File: src/rtl/pixel_packer.sv
// Packs 4-bit edge-magnitude pixels eight per 32-bit word (first pixel in the LSBs) and queues the words in a small FIFO.
// Optional feature: define PIXEL_PACKER_WORDCNT_EN to add the word_count output. n_rst is synchronous and active-high.
module pixel_packer #(
  parameter int FIFO_DEPTH = 4
) (
  input  logic        clk,
  input  logic        n_rst,
  input  logic [3:0]  pixel_in,
  input  logic        pixel_valid,
  input  logic        frame_end,
  output logic [31:0] word_data,
  output logic        word_valid,
  input  logic        word_ready,
  output logic        word_last,
  output logic        overflow,
`ifdef PIXEL_PACKER_WORDCNT_EN
  output logic [15:0] word_count,
`endif
  output logic        dbg_state_o
);

  localparam int AW = (FIFO_DEPTH > 1) ? $clog2(FIFO_DEPTH) : 1;
  localparam logic [AW-1:0] PTR_ONE  = AW'(1);
  localparam logic [AW:0]   OCC_ONE  = (AW + 1)'(1);
  localparam logic [AW:0]   OCC_FULL = (AW + 1)'(FIFO_DEPTH);

  typedef enum logic {EMPTY = 1'b0, FILL = 1'b1} state_t;

  state_t      state_q, state_d;
  logic [2:0]  count_q, count_d;
  logic [31:0] acc_q, acc_d;
  logic [31:0] merged;
  logic        push, push_last;
  logic [31:0] push_word;

  logic [31:0]   mem_q [FIFO_DEPTH];
  logic          last_mem_q [FIFO_DEPTH];
  logic [AW-1:0] wr_ptr_q, rd_ptr_q;
  logic [AW:0]   occ_q;
  logic          overflow_q;
  logic          full, pop, accept;

  assign dbg_state_o = (state_q == FILL);

  // The incoming pixel lands in nibble slot count_q of the accumulator.
  always_comb begin
    state_d   = state_q;
    count_d   = count_q;
    acc_d     = acc_q;
    push      = 1'b0;
    push_last = 1'b0;
    push_word = acc_q;
    merged    = acc_q | (32'(pixel_in) << {count_q, 2'b00});
    if (pixel_valid) begin
      if (count_q == 3'd7 || frame_end) begin
        push      = 1'b1;
        push_word = merged;
        push_last = frame_end;
        state_d   = EMPTY;
        count_d   = 3'd0;
        acc_d     = 32'h0;
      end else begin
        acc_d   = merged;
        count_d = count_q + 3'd1;
        state_d = FILL;
      end
    end else if (frame_end && state_q == FILL) begin
      push      = 1'b1;
      push_last = 1'b1;
      push_word = acc_q;
      state_d   = EMPTY;
      count_d   = 3'd0;
      acc_d     = 32'h0;
    end
  end

  always_ff @(posedge clk) begin
    if (n_rst) begin
      state_q <= EMPTY;
      count_q <= 3'd0;
      acc_q   <= 32'h0;
    end else begin
      state_q <= state_d;
      count_q <= count_d;
      acc_q   <= acc_d;
    end
  end

  assign word_valid = (occ_q != '0);
  assign full       = (occ_q == OCC_FULL);
  assign pop        = word_valid && word_ready;
  // A full FIFO still takes a push when the head leaves in the same cycle.
  assign accept     = push && (!full || pop);

  always_ff @(posedge clk) begin
    if (!n_rst && accept) begin
      mem_q[wr_ptr_q]      <= push_word;
      last_mem_q[wr_ptr_q] <= push_last;
    end
  end

  always_ff @(posedge clk) begin
    if (n_rst) begin
      wr_ptr_q   <= '0;
      rd_ptr_q   <= '0;
      occ_q      <= '0;
      overflow_q <= 1'b0;
    end else begin
      if (accept) wr_ptr_q <= wr_ptr_q + PTR_ONE;
      if (pop)    rd_ptr_q <= rd_ptr_q + PTR_ONE;
      if (accept && !pop)      occ_q <= occ_q + OCC_ONE;
      else if (!accept && pop) occ_q <= occ_q - OCC_ONE;
      if (push && full && !pop) overflow_q <= 1'b1;
    end
  end

  assign word_data = word_valid ? mem_q[rd_ptr_q] : 32'h0;
  assign word_last = word_valid ? last_mem_q[rd_ptr_q] : 1'b0;
  assign overflow  = overflow_q;

`ifdef PIXEL_PACKER_WORDCNT_EN
  logic [15:0] word_count_q;

  // The frame's closing word is counted and the count restarts, so the register reads 0 afterwards.
  always_ff @(posedge clk) begin
    if (n_rst) begin
      word_count_q <= 16'h0;
    end else if (pop) begin
      word_count_q <= word_last ? 16'h0 : word_count_q + 16'h1;
    end
  end

  assign word_count = word_count_q;
`endif

endmodule

File: config.mk
export PLATFORM = sky130hd
export DESIGN_NAME = pixel_packer
export DESIGN_NICKNAME = d
export VERILOG_FILES = /design/src/rtl/pixel_packer.sv
export SDC_FILE = /design/constraint.sdc
export NUM_CORES = 1
export LEC_CHECK = 0
export CAP_MARGIN = 30
export CORE_MARGIN = 1
export CORE_UTILIZATION = 30
export CTS_BUF_LIST = sky130_fd_sc_hd__clkbuf_2 sky130_fd_sc_hd__clkbuf_4 sky130_fd_sc_hd__clkbuf_8
export DETAILED_ROUTE_END_ITERATION = 12
export GPL_ROUTABILITY_DRIVEN = 0
export PLACE_DENSITY = 0.46
export REMOVE_ABC_BUFFERS = 1
export SLEW_MARGIN = 0
export SYNTH_ARGS = -nofsm -noshare
export SYNTH_HDL_FRONTEND = slang
export SYNTH_SLANG_ARGS = --single-unit
File: constraint.sdc
create_clock -name clk -period 2.8 [get_ports clk]
set_clock_uncertainty 0.15 [all_clocks]
set_input_delay 0.42 -clock clk [delete_from_list [all_inputs] [get_ports clk]]
set_output_delay 0.42 -clock clk [all_outputs]
set_load 0.1 [all_outputs]
Yosys cells after proc, flatten, opt, wreduce, memory -nomap -nowiden

Memory sizes are Yosys's and may differ from the RTL's. A register that Yosys moved wholly into a read port is not among the register bits.
Cells that the tools add are included.
Widths: inputs -> output; s select.

Input bits: 9
Bits in writable memories: 132
Logic and storage cells: 61
Memories kept: 2
Register bits after elaboration: 44
Output and inout port bits: 36

Equal/unequal tests: 2
Bitwise logic cells: 1
Multiplexer cells: 26
Add/sub/neg operators: 5
Reduce and logical (&&, ||, !) cells: 17
Shift operators: 1

Memory list:

| name       | words | width | read ports | clocked after memory_dff | wr ports | RTL line | text |
|---|---|---|---|---|---|---|---|
| mem_q      | 4     | 32    | 1          | 1                        | 1        | 36       | `logic [31:0] mem_q [FIFO_DEPTH];` |
| last_mem_q | 4     | 1     | 1          | 1                        | 1        | 37       | `logic last_mem_q [FIFO_DEPTH];` |

Operator list:

| operator            | number |
|---|---|
| $mux 32             | 6 |
| $or 32x32->32       | 1 |
| $shl 4x5->32        | 1 |
| $mux 3              | 5 |
| $mux 1              | 11 |
| $logic_and 1x1->1   | 8 |
| $mux 2              | 4 |
| $add 3x1->3 const B | 2 |
| $eq 3x3->1 const B  | 2 |
| $add 2x1->2 const B | 2 |
| $logic_not 1->1     | 4 |
| $reduce_bool 2->1   | 2 |
| $reduce_bool 3->1   | 1 |
| $sub 3x1->3 const B | 1 |
| $logic_or 1x1->1    | 2 |

Logic depth before layout (Yosys ltp)

Gate-level depths: netlist of the first run.

Depth in word-level cells: 9
Gate-level depth with buffers: 10
Depth with buffers taken out: 10

Worst setup path after synthesis of the first run

No wires, ideal clock.

Path type: reg-to-reg
Start point: register state_q (netlist: dbg_state_o)
End point: memory last_mem_q[2], enable pin
Required time: 2.257 ns
Period minus slack after synthesis: 3.101 ns
Stages on the path, launching flop included: 5
Library setup time: 0.393 ns
Path buffers: 1
Slack: -0.301 ns
Arrival time: 2.558 ns
Path through: dfxtp_1 -> a21oi_1 -> buf_4 -> nor4_1 -> and2_1

Longest elaborated chain between the ends: 7

RTL lines:

| element                      | RTL line | text |
|---|---|---|
| start: declaration           | 29       | `state_t state_q, state_d;` |
| start signal: assignment     | 83       | `state_q <= state_d;` |
| $logic_and 1x1->1            | 67       | `end else if (frame_end && state_q == FILL) begin` |
| $mux 1                       | 67       |  |
| $mux 1                       | 54       | `if (pixel_valid) begin` |
| $logic_and 1x1->1            | 93       | `assign accept = push && (!full \|\| pop);` |
| $logic_and 1x1->1            | 96       | `if (!n_rst && accept) begin` |
| $mux 1                       | 96       |  |
| $mux 1 (not written as such) | 98       | `last_mem_q[wr_ptr_q] <= push_last;` |
| end: declaration             | 37       |  |

No other way between the ends.

==> metrics.md, run 1 <==
| Metric | Value |
|---|---|
| Vias/cell | `4.67` |
| PwrDens | `1010 nW/µm²` |
| Post-synthesis compound-gate area fraction | `8.17%` |
| Clk buf depth | `2` |
| Final net count | `between 500 and 600` |
| Clock sink count | `178` |
| Synthesized instance count | `435` |
| GR Layer Usage met2 | `21.2%` |
| Simple logic cell fraction of the synthesized area | `roughly 9%` |
| Critical Path Sink Type | `output port` |
| Final setup viols | `0` |
| Antenna viol nets, final | `0` |
| GRT met1 Usage | `16.2%` |
| Post-DP HPWL | `8470 µm` |
| Remaining Overflow, GRT | `0` |
| Place WS | `60.6 ps` |
| Die ar. | `24,700 µm²` |
| Crit path to | `word_data[0]` |
| Fin crit period | `2620 ps` |
| Crit-path cells | `buf_12 > mux4_2 > nor2b_1 > buf_12` |
| Synth async-reset ratio | `0%` |
| Number of CTS-inserted buffers | `17` |
| Actual slew at the worst max-slew pin | `545 ps` |
| Maxcap violations | `0` |
| CTS Root Cell | `clkbuf_8` |
| Drt first pass iters | `4` |
| CTS Hold Buffers Added | `0` |
| Final Hold Vio Count | `0` |
| Startpoint Class | `register` |
| Reg2reg setup slack | `340 ps` |
| Maximum number of pins on one net before global-route repair | `35` |
| Mux cell area share after synthesis | `approximately 11%` |
| CTS H-tree lvls | `4` |
| Top cell type's share of synthesized area | `55.0%` |
| Cell area after synthesis | `7210 µm²` |
| Number of DRC markers in iteration 0 | `205` |
| Die height | `roughly 160 µm` |
| Post-CTS Setup Repair Bufs | `0` |
| Slew HR | `between 60 and 70%` |
| XOR/XNOR Fraction of Synth Area | `0.486%` |
| Top-count cell post-synth | `edfxtp_1` |
| Worst R2R Path Depth | `10` |
| DRC | `0` |
| Clk pin slew, worst setup/hold paths | `90 ps` |
| Layout area overhead | `22.0%` |
| Total GRT Usage | `12.7%` |
| Total Wirelength | `14,500 µm` |
| Worst Path Arrival | `2050 ps` |
| Seq/Total Area, Yosys | `67.8%` |
| Final worst-path cycle share | `between 90 and 100%` |
| Worst hold path type | `reg2reg` |
| Final slew viol count | `0` |
| Clock latency on the worst-skew pair | `450 ps` |
| Run status | `finished, final reports clean` |
| Power Total | `8.88 mW` |
| Worst r2r src | `count_q[0]$_SDFFE_PP0P_` |
| Post-synth top flop | `edfxtp_1` |
| Post-CTS Resized | `0` |
| Syn avg cell area | `16.6 µm²` |
| Fin util | `between 30 and 40%` |
| Synth Area in Adders | `1.49%` |
| Worst EP required | `2230 ps` |
| PortBufs | `44` |
| Largest family of logic cells by synthesized area | `multiplexers` |
| Ant diodes | `0` |
| Critical Path Most Common Cell | `buf_12` |
| Netlist cell types | `42` |
| First-pass GRT wire length | `22,900 µm` |
| GRT Max-Usage Layer | `met2` |
| Initial antenna violation count | `0` |
| Initial Util | `30.6%` |
| RSZ-0062 raised after global routing | `false` |
| Synth Warn # | `0` |
| Crit-path max FO | `33` |
| Share of post-route cells with drive strength above 1 | `26.3%` |
| WHS | `314 ps` |
| Wire per inst | `17.6 µm` |
| Peak VDD IR | `0.713 mV` |
| Max Fclk | `between 300 and 400 MHz` |
| Post-synth top area cell | `edfxtp_1` |
| Number of global-route vias before repair | `4,062` |
| Vias | `around 3,900` |
| Grt met3 use | `2.86%` |
| Crit-path slowest cell | `mux4_2` |
| I/O pin cnt | `45` |
| WS Path Type | `reg2out` |
| LEAKAGE | `2.82 nW` |
| Synth cell count leaders | `132 x edfxtp_1, 46 x dfxtp_1, 33 x mux4_2, 33 x nor2b_1, 32 x o21bai_1` |
| Slowest stage delay, CP | `570 ps` |
| Post-route setup slack | `between 150 and 200 ps` |
| Core Region | `23,500 µm²` |
| Die Wd | `157 µm` |
| CTS tree | `done` |
| Post-synth EDFFs | `roughly 130` |
| Row count | `56` |
| Flops & latches, synth | `178` |
| Largest cells by area after synthesis | `edfxtp_1 55%, dfxtp_1 13%, mux4_2 10%` |
| RR Endpoint | `occ_q[2]$_SDFFE_PP0P_` |
-- final cells by class --
cell class / count / area (µm²)
fillers: 2218 / 14700
repair buffers: 66 / 1000
clock buffers: 18 / 241
well taps: 319 / 399
clock inverters: 14 / 91.3
inverters: 4 / 15.0
flip-flops and latches: 178 / 4890
multi-input cells: 226 / 2160
-- metal layers --
metal | up-vias | share of wire, %
li1 | 1804 | -
met1 | 1978 | 46
met2 | 66 | 50
met3 | 4 | 3.8
met4 | 0 | 0.39
met5 | - | 0
-- power by group --
group | internal [mW] | switching (mW) | leakage [nW] | total (mW)
Sequential | 2.90 | 0.0699 | 1.58 | 2.97
Combinational | 1.55 | 2.84 | 1.08 | 4.39
Clock | 0.615 | 0.910 | 0.161 | 1.53
-- registers in the layout (all words and copies together) (netlist names), named ones only --
name and cells:
count_q 3, occ_q 3, acc_q 32, wr_ptr_q 2
mem_q 128, rd_ptr_q 2, last_mem_q 4, overflow 1
dbg_state_o 1
-- worst min path at each step --
stage                                 from                     end  slack [ps]  cells past startpoint
global placement    acc_q[31]$_SDFFE_PP0P_  acc_q[31]$_SDFFE_PP0P_         290                      1
CTS                  acc_q[0]$_SDFFE_PP0P_   acc_q[0]$_SDFFE_PP0P_         320                      1
floorplan           acc_q[10]$_SDFFE_PP0P_  acc_q[10]$_SDFFE_PP0P_         280                      1
finish               acc_q[9]$_SDFFE_PP0P_   acc_q[9]$_SDFFE_PP0P_         310                      1
detailed placement   acc_q[9]$_SDFFE_PP0P_   acc_q[9]$_SDFFE_PP0P_         300                      1
global route        acc_q[18]$_SDFFE_PP0P_  acc_q[18]$_SDFFE_PP0P_         330                      1
-- critical path: cells and delay by family, from the launching register on --
kind | cells | cell delay [ps]
flops | 1 | 350
buf+inv | 2 | 470
mux | 1 | 570
simple gates | 1 | 180
-- cells by family after synthesis --
logic type                 Yosys count
AOI/OAI and AO/OA                   77
xor gates and xnor gates             4
adders and majority gates            8
buffers and inverters               31
DFF                                178
muxes                               36
and+or+nand+nor                    101
-- cells in the final DEF (no fill, tap or decap), types with 12 or more instances in the layout --
master    instances
edfxtp_1        132
dfxtp_1          45
buf_12           39
mux4_2           33
nor2b_1          33
o21bai_1         32
o21a_1           26
buf_4            19
clkbuf_8         17
nor3_1           16
nor2_1           12
-- stage by stage --
stage	std cells	setup TNS, ps	instance area, µm²
after global placement	793	0	8470
after floorplan	408	-134930	7050
after global routing	825	0	8800
final	825	0	8800
after CTS	825	0	8800
after detailed placement	793	0	8470
(Power assumes the default switching activity.)
==> inputs of run 2 (changes only) <==
--- a/config.mk
+++ b/config.mk
@@ -11,6 +11,7 @@
 export CTS_BUF_LIST = sky130_fd_sc_hd__clkbuf_2 sky130_fd_sc_hd__clkbuf_4 sky130_fd_sc_hd__clkbuf_8
 export DETAILED_ROUTE_END_ITERATION = 12
 export GPL_ROUTABILITY_DRIVEN = 0
+export MAX_ROUTING_LAYER = met4
 export PLACE_DENSITY = 0.46
 export REMOVE_ABC_BUFFERS = 1
 export SLEW_MARGIN = 0
==> run 2 against run 1 <==
Clock power barely moved; via count rose by 0.47%; final cell count did not move; hold slack got worse by 1.5 ps; sequential power barely moved; total power barely moved; cell area did not move.
==> metrics.md, run 2 (same netlist as run 1, synthesis figures left out) <==
| Metric | Value |
|---|---|
| Run status | `finished, final reports clean (unchanged)` |
| Final slew viol count | `0 (unchanged)` |
| Layout area overhead | `22.0% (unchanged)` |
| GR Layer Usage met2 | `21.2% (unchanged)` |
| Place WS | `60.6 ps (unchanged)` |
| Final setup viols | `0 (unchanged)` |
| Critical Path Sink Type | `output port (unchanged)` |
| Worst hold path type | `reg2reg (unchanged)` |
| Initial antenna violation count | `0 (unchanged)` |
| CTS Hold Buffers Added | `0 (unchanged)` |
| Max Fclk | `382 MHz (about the same)` |
| Die Wd | `157 µm (unchanged)` |
| Most flop-heavy register | `mem_q (unchanged)` |
| Post-CTS Resized | `0 (unchanged)` |
| Vias/cell | `4.69 (was 4.67)` |
| WS Path Type | `reg2out (unchanged)` |
| Die ar. | `24,700 µm² (unchanged)` |
| First-pass GRT wire length | `22,900 µm (about the same)` |
| Clock sink count | `178 (unchanged)` |
| Post-CTS Setup Repair Bufs | `0 (unchanged)` |
| Actual slew at the worst max-slew pin | `550 ps (was 545 ps)` |
| PortBufs | `44 (unchanged)` |
| Peak VDD IR | `0.712 mV (was 0.713 mV)` |
| LEAKAGE | `2.82 nW (unchanged)` |
| CTS Root Cell | `clkbuf_8 (unchanged)` |
| Vias | `3,870 (was 3,852)` |
| Final Hold Vio Count | `0 (unchanged)` |
| Number of DRC markers in iteration 0 | `224 (was 205)` |
| Commonest non-fill, non-tap cell in the layout | `edfxtp_1 (unchanged)` |
| Wire per inst | `17.5 µm (was 17.6 µm)` |
| I/O pin cnt | `45 (unchanged)` |
| DRC | `0 (unchanged)` |
| Number of global-route vias before repair | `4,056 (was 4,062)` |
| TNS Setup | `0 ps (unchanged)` |
| Maxcap violations | `0 (unchanged)` |
| Grt met3 use | `2.89% (was 2.86%)` |
| Critical Path Most Common Cell | `buf_12 (unchanged)` |
| Maximum number of pins on one net before global-route repair | `35 (unchanged)` |
| Initial Util | `30.6% (unchanged)` |
| Number of flip-flops in the largest register | `128 (unchanged)` |
| Drt first pass iters | `4 (unchanged)` |
| Final net count | `510 (unchanged)` |
| Post-DP HPWL | `8470 µm (unchanged)` |
| Clk pin slew, worst setup/hold paths | `90 ps (about the same)` |
| RSZ-0062 raised after global routing | `false (unchanged)` |
| Worst EP required | `2230 ps (about the same)` |
| Clock latency on the worst-skew pair | `460 ps (was 450 ps)` |
| GRT Max-Usage Layer | `met2 (unchanged)` |
| Fin crit period | `2620 ps (about the same)` |
| Core Region | `23,500 µm² (unchanged)` |
| PwrDens | `1010 nW/µm² (about the same)` |
| Slew HR | `62.9% (was 63.2%)` |
| Crit-path cells | `buf_12 > mux4_2 > nor2b_1 > buf_12 (unchanged)` |
| Post-route setup slack | `181 ps (was 183 ps)` |
| Number of CTS-inserted buffers | `17 (unchanged)` |
| Power Total | `8.88 mW (about the same)` |
| Ant diodes | `0 (unchanged)` |
| Share of post-route cells with drive strength above 1 | `26.3% (unchanged)` |
| Remaining Overflow, GRT | `0 (unchanged)` |
| CTS H-tree lvls | `4 (unchanged)` |
| Crit-path slowest cell | `mux4_2 (unchanged)` |
| Row count | `56 (unchanged)` |
| Die height | `157 µm (unchanged)` |
| GRT met1 Usage | `16.3% (was 16.2%)` |
| CTS tree | `done (unchanged)` |
| Largest registers | `mem_q x128, acc_q x32, last_mem_q x4 (unchanged)` |
| Startpoint Class | `register (unchanged)` |
| Total Wirelength | `14,500 µm (about the same)` |
| Final worst-path cycle share | `93.5% (about the same)` |
| Worst Path Arrival | `2050 ps (about the same)` |
| Crit-path max FO | `33 (unchanged)` |
| Slowest stage delay, CP | `570 ps (about the same)` |
| Most frequent cells in the layout | `132 x edfxtp_1, 45 x dfxtp_1, 39 x buf_12, 33 x mux4_2, 33 x nor2b_1 (unchanged)` |
| Total GRT Usage | `13.1% (was 12.7%)` |
| Clk buf depth | `2 (unchanged)` |
| Antenna viol nets, final | `0 (unchanged)` |
-- run 2: cell counts in the layout (fill, tap and decap cells not counted) --
No cell type changed its count.
-- run 2: worst paths after layout --
kind	cells after the start	start	endpoint	slack (ps)
setup reg to reg	10	count_q[1]$_SDFFE_PP0P_	occ_q[2]$_SDFFE_PP0P_	350
hold reg to reg	1	acc_q[9]$_SDFFE_PP0P_	acc_q[9]$_SDFFE_PP0P_	310
setup / recovery	4	register	word_data[21]	180
hold / removal	1	acc_q[9]$_SDFFE_PP0P_	acc_q[9]$_SDFFE_PP0P_	310
-- run 2: worst max-delay path, delay by kind of cell (launching register included) --
kind / cells / cell delay [ps]
AND/OR/NAND/NOR: 1 / 180
multiplexers: 1 / 570
buffers and inverters: 2 / 470
flip-flops: 1 / 350
-- run 2: metal layers --
| layer | wire [µm] | vias up | share of wire [%] |
|---|---|---|---|
| met5 | 0 | - | 0 |
| met1 | 6600 | 1985 | 46 |
| met4 | 156 | 0 | 1.1 |
| met3 | 536 | 12 | 3.7 |
| met2 | 7190 | 68 | 50 |
| li1 | - | 1805 | - |
-- run 2: through the flow --
stage,area [µm²],hold WS [ps],instances,util (%)
finish,8800,313,825,37.4
global route,8800,328,825,37.4
CTS,8800,319,825,37.4
detailed placement,8470,295,793,36.0
global placement,8470,290,793,36.0
floorplan,7050,277,408,-
-- run 2: report_power, final --
part / leakage (nW) / switching [mW] / internal (mW) / total, mW
clock: 0.161 / 0.912 / 0.615 / 1.53
combinational: 1.08 / 2.84 / 1.55 / 4.39
sequential: 1.58 / 0.0698 / 2.90 / 2.97
-- run 2: cell type report --
cell class              count  area [µm²]
fillers                  2218       14700
flip-flops and latches    178        4890
multi-input cells         226        2160
repair buffers             66        1000
well taps                 319         399
clock buffers              18         241
clock inverters            14        91.3
inverters                   4        15.0
